===== src/rtl/jt900h_simctrl_pkg.sv =====
// Shared constants and types for the jt900h simulation/interrupt controller:
// default register word addresses, the DMA-mode interrupt level and the STATUS layout.
`timescale 1ns/1ps
package jt900h_simctrl_pkg;

   localparam logic [14:0] DEF_INT_A = 15'h7ff8;   // byte 0xFFF0
   localparam logic [14:0] DEF_ST_A  = 15'h7ff9;   // byte 0xFFF2
   localparam logic [14:0] DEF_SIM_A = 15'h7fff;   // byte 0xFFFE
   localparam logic [2:0]  DMA_LVL   = 3'd6;

   typedef struct packed {
      logic       irq;
      logic       run;
      logic       dmaen;
      logic [1:0] dmach;
      logic [2:0] lvl;
      logic [7:0] cnt;
   } status_t;

   function automatic logic [2:0] int_level(input logic dma_mode, input logic [2:0] lvl);
      return dma_mode ? DMA_LVL : lvl;
   endfunction

endpackage


===== src/rtl/jt900h_inttimer.sv =====
// Programmable 8-bit countdown with optional auto-reload; o_expire is a
// combinational pulse valid during the cycle in which the count sits at zero.
`timescale 1ns/1ps
module jt900h_inttimer (
   input  logic       clk,
   input  logic       rst,
   input  logic       i_load,
   input  logic [7:0] i_val,
   input  logic       i_reload_en,
   input  logic       i_kill,
   output logic       o_expire,
   output logic [7:0] o_cnt,
   output logic       o_run
);

   logic [7:0] r_cnt;
   logic [7:0] r_rld;
   logic       r_run;

   // load beats kill, and kill suppresses an expiry in the same cycle
   assign o_expire = r_run && (r_cnt == 8'd0) && !i_load && !i_kill;
   assign o_cnt    = r_cnt;
   assign o_run    = r_run;

   always_ff @(posedge clk) begin
      if (rst) begin
         r_cnt <= 8'd0;
         r_rld <= 8'd0;
         r_run <= 1'b0;
      end else if (i_load) begin
         r_cnt <= i_val;
         r_rld <= i_val;
         r_run <= 1'b1;
      end else if (i_kill) begin
         r_run <= 1'b0;
         r_rld <= 8'd0;
      end else if (r_run) begin
         if (r_cnt != 8'd0)
            r_cnt <= r_cnt - 8'd1;
         else if (i_reload_en)
            r_cnt <= r_rld;
         else
            r_run <= 1'b0;
      end
   end

endmodule


===== src/rtl/jt900h_simctrl.sv =====
// Bus-side simulation/interrupt controller: decodes CPU writes at the top of the
// 64 kB window, drives irq/int_lvl/dmach/dmaen and reports PASS/FAIL/STOP.
`timescale 1ns/1ps
module jt900h_simctrl
   import jt900h_simctrl_pkg::*;
#(
   parameter logic [14:0] INT_A = DEF_INT_A,
   parameter logic [14:0] ST_A  = DEF_ST_A,
   parameter logic [14:0] SIM_A = DEF_SIM_A
) (
   input  logic        clk,
   input  logic        rst,
   input  logic [23:1] addr,
   input  logic [15:0] din,
   input  logic [1:0]  we,
   output logic        rd_cs,
   output logic [15:0] rd_dout,
   output logic        irq,
   input  logic        irq_ack,
   output logic [2:0]  int_lvl,
   output logic [1:0]  dmach,
   output logic        dmaen,
   input  logic        dma_done,
   output logic        pass_stb,
   output logic        fail_stb,
   output logic        stop
);

   logic       w_int_wr;
   logic       w_sim_wr;
   logic       w_expire;
   logic [7:0] w_cnt;
   logic       w_run;
   logic       w_unused;
   status_t    w_status;

   logic       r_irq;
   logic       r_dmaen;
   logic [1:0] r_dmach;
   logic [2:0] r_lvl;
   logic       r_pass;
   logic       r_fail;
   logic       r_stop;

   // addr[23:16] is deliberately ignored so the block aliases like the 64 kB bench memory
   assign w_int_wr = (addr[15:1] == INT_A) && (we != 2'b00);
   assign w_sim_wr = (addr[15:1] == SIM_A);
   assign rd_cs    = (addr[15:1] == ST_A);
   assign w_unused = ^{addr[23:16], din[6], din[3]};

   jt900h_inttimer u_timer (
      .clk         (clk),
      .rst         (rst),
      .i_load      (w_int_wr),
      .i_val       (din[15:8]),
      .i_reload_en (r_dmaen),
      .i_kill      (dma_done),
      .o_expire    (w_expire),
      .o_cnt       (w_cnt),
      .o_run       (w_run)
   );

   always_ff @(posedge clk) begin
      if (rst) begin
         r_irq   <= 1'b0;
         r_dmaen <= 1'b0;
         r_dmach <= 2'd0;
         r_lvl   <= 3'd0;
         r_pass  <= 1'b0;
         r_fail  <= 1'b0;
         r_stop  <= 1'b0;
      end else begin
         r_pass <= 1'b0;
         r_fail <= 1'b0;
         if (w_sim_wr && we[0]) begin
            r_pass <= din[0];
            r_fail <= ~din[0];
         end
         if (w_sim_wr && we[1])
            r_stop <= 1'b1;
         // expiry outranks a simultaneous ack so no interrupt is lost
         if (w_int_wr) begin
            r_irq   <= 1'b0;
            r_dmaen <= din[7];
            r_dmach <= din[5:4];
            r_lvl   <= int_level(din[7], din[2:0]);
         end else if (w_expire) begin
            r_irq <= 1'b1;
         end else if (irq_ack) begin
            r_irq <= 1'b0;
         end
      end
   end

   always_comb begin
      w_status       = '0;
      w_status.irq   = r_irq;
      w_status.run   = w_run;
      w_status.dmaen = r_dmaen;
      w_status.dmach = r_dmach;
      w_status.lvl   = r_lvl;
      w_status.cnt   = w_cnt;
   end

   assign rd_dout  = w_status;
   assign irq      = r_irq;
   assign int_lvl  = r_lvl;
   assign dmach    = r_dmach;
   assign dmaen    = r_dmaen;
   assign pass_stb = r_pass;
   assign fail_stb = r_fail;
   assign stop     = r_stop;

endmodule

===== config.mk =====
export PLATFORM = sky130hd
export DESIGN_NAME = jt900h_simctrl
export DESIGN_NICKNAME = d
export VERILOG_FILES = /design/src/rtl/jt900h_simctrl_pkg.sv /design/src/rtl/jt900h_inttimer.sv /design/src/rtl/jt900h_simctrl.sv
export SDC_FILE = /design/constraint.sdc
export NUM_CORES = 1
export LEC_CHECK = 0
export CORE_MARGIN = 2
export CORE_UTILIZATION = 44
export DETAILED_ROUTE_END_ITERATION = 12
export PLACE_DENSITY = 0.85
export RECOVER_POWER = 100
export SLEW_MARGIN = 20
export SYNTH_ARGS = -nofsm -noshare
export SYNTH_HDL_FRONTEND = slang
export SYNTH_SLANG_ARGS = --single-unit

===== constraint.sdc =====
create_clock -name clk -period 4.9 [get_ports clk]
set_input_delay 0.735 -clock clk [delete_from_list [all_inputs] [get_ports clk]]
set_output_delay 0.735 -clock clk [all_outputs]
set_load 0.01 [all_outputs]

==> results.toml <==
[run_status]
status = "finished, final reports clean"

[final_layout]
num_antenna_cells = 0
nFillCells = 305
finalNetCount = 283
area_delta_synth_final_pct = 38.0
drive_above_1_share_pct = 5.53

[clock_network]
clk_latency_ns = 0.33
cts_buffer_depth = 2
cts_buffers = 3
hold_buffers = 0
cts.sinks = 27
ctsHtreeMaxLevel = 1
cts_resized = 0
postCtsSetupBuffers = 0
clk_pin_slew_ns = 0.14
root_buffer = "clkbuf_4"
cts_tree = "built"

[sta]
rsz0062_at_grt = "no"
hold_viol_final = 0
maxSlewViolCount = 0
finalSetupTns_ns = 0
worst_pin_slew_ns = 0.905
fmax_mhz = 255
finalSetupViolCount = 0
finalCritPeriodShare_pct = 80.2
maxSlewHeadroom_pct = 39.5
min_period_ns = 3.93
whs_ns = 0.493
finClkSkew_ns = 0.00558

[global_routing]
gr-total-overflow = 0
grt_pass1_vias = 1457
grt_pass1_wl_um = 7020
antenna_found_initial = 0
grtUsageTotal_pct = 21.4
grt_max_degree = 25

[detailed_routing]
viasPerCell = 5.72
antenna_left = 0
firstDrtPassIters = 4
vias = 1607
drt_iter0_markers = 159
drc = 0
wl_per_cell_um = 14.6
routed_wl_um = 4110

[die]
die_w_um = 63.3
start_util_pct = 46.1
std_cell_rows = 21
die-area_um2 = 4010
core_area_um2 = 3360
ioPinCount = 72
die_y_um = 63.3

[yosys]
synth_ff_type = "dfxtp_1"
synth_top_cell_by_area = "dfxtp_1"
synth-edff-count = 0
yosysMostFrequentCell = "dfxtp_1"
ys_ff_latch = 27
yosysSeqAreaShare_pct = 34.9
synth.net_count = 234
synthDistinctLibCells = 45
syn_avg_cell_area_um2 = 8.28
syn-instance-count = 187
netlist_area_um2 = 1550
synth_top_area_share_pct = 34.9
yosysWarnings = 0
yosys-top-cells-count = "dfxtp_1, a21oi_1, o21ai_0"
async_flop_share_pct = 0
synth_area_leaders = "dfxtp_1, a21oi_1, o21ai_0"

[worst_setup_path]
rrSetupSlack_ns = 2.82
cp_max_fo = 17
worst_r2r_path_depth = 6
path_class = "in2out"
startpoint_type = "input port"
endpoint = "rd_cs"
end_kind = "output port"
cp-startpoint = "addr[6]"
r2r-start = "u_timer.o_cnt[0]"
r2r-end = "u_timer.o_cnt[0]"
arrival_ns = 3.19
required_ns = 4.16

[min_path]
hp-start = "stop"
hold_class = "reg2reg"

[power_and_ir_drop]
powerDensity_nw_per_um2 = 169
p_leak_uw = 0.000781
ir_worst_vdd_mv = 0.0886

[placement]
place_congestion = 0.912
io_buffers = 61
dpl.hpwl_um = 2990

[run]
drv_cap = 0
cell families (layout without fill, tap and decap cells):
kind of cell               Yosys count  in the layout  synth area share (%)
AOI/OAI and AO/OA                   56             56                  23.6
xor gates and xnor gates             2              2                  1.13
adders and majority gates            2              2                  1.62
buffers and inverters               23             71                  8.56
DFF                                 27             27                  34.9
muxes                                1              1                 0.646
and+or+nand+nor                     76             76                  29.6
worst min path at each step:
| stage | slack (ns) | depth (start not counted) | end |
|---|---|---|---|
| after floorplan | 0.50 | 2 | u_timer.o_cnt[3] |
| after global placement | 0.47 | 1 | stop |
| after detailed placement | 0.48 | 1 | stop |
| after CTS | 0.50 | 1 | stop |
| after global routing | 0.53 | 1 | stop |
| final | 0.49 | 1 | stop |
cell usage in the layout (no fill, tap or decap), types with 3 or more instances in the layout:
| cell | instances |
|---|---|
| nand3_1 | 11 |
| inv_1 | 4 |
| o21ai_0 | 15 |
| nor2b_1 | 11 |
| dfxtp_1 | 27 |
| a21oi_1 | 18 |
| dlygate4sd3_1 | 29 |
| nor3_1 | 10 |
| o41ai_1 | 4 |
| nand4_1 | 7 |
| a31oi_1 | 3 |
| nand2_1 | 10 |
| clkdlybuf4s50_1 | 32 |
| nor2_1 | 8 |
| a311oi_1 | 5 |
| a211oi_1 | 3 |
| clkbuf_4 | 3 |
routing by layer:
layer	GRT usage [%]	wire length, um	vias to the layer above
met5	0	0	-
li1	-	-	792
met1	31.4	1920	746
met2	32.6	1900	62
met3	1.96	209	7
met4	7.61	80	0
registers in the layout, indices dropped and copies added, names as in the netlist:
name,cells
fail_stb,1
pass_stb,1
dmach,2
u_timer.r_rld,8
u_timer.o_run,1
int_lvl,3
dmaen,1
stop,1
u_timer.o_cnt,8
irq,1
area by class of cell:
type	count	area, um2	share of cell area (%)
Multi-Input combinational cell	137	876	41.0
Timing Repair Buffer	63	622	29.1
Sequential cell	27	541	25.3
Tap cell	46	57.6	2.69
Clock buffer	4	26.3	1.23
Inverter	4	15.0	0.703
power breakdown:
part	internal, uW	switching (uW)
combinational	26.7	18.3
clock	31.9	65.7
sequential	220	0.00737
through the flow:
step / total power [uW] / cells / instance area (um2) / setup slack [ns] / utilization (%)
global route: 375 / 281 / 2140 / 0.805 / 63.5
floorplan: 236 / 187 / 1550 / 2.32 / -
detailed placement: 269 / 277 / 2110 / 1.55 / 62.9
CTS: 364 / 281 / 2140 / 1.55 / 63.7
finish: 362 / 281 / 2140 / 0.971 / 63.5
global placement: 269 / 277 / 2110 / 1.57 / 62.9
worst max-delay path, cell delays in order:
cell	delay (ns)
dlygate4sd3_1	0.52
nand4_1	0.18
nor4b_4	0.31
clkbuf_1	0.63
and2_1	0.21
dlygate4sd3_1	0.60
No activity file was read; power rests on OpenSTA's default activity.
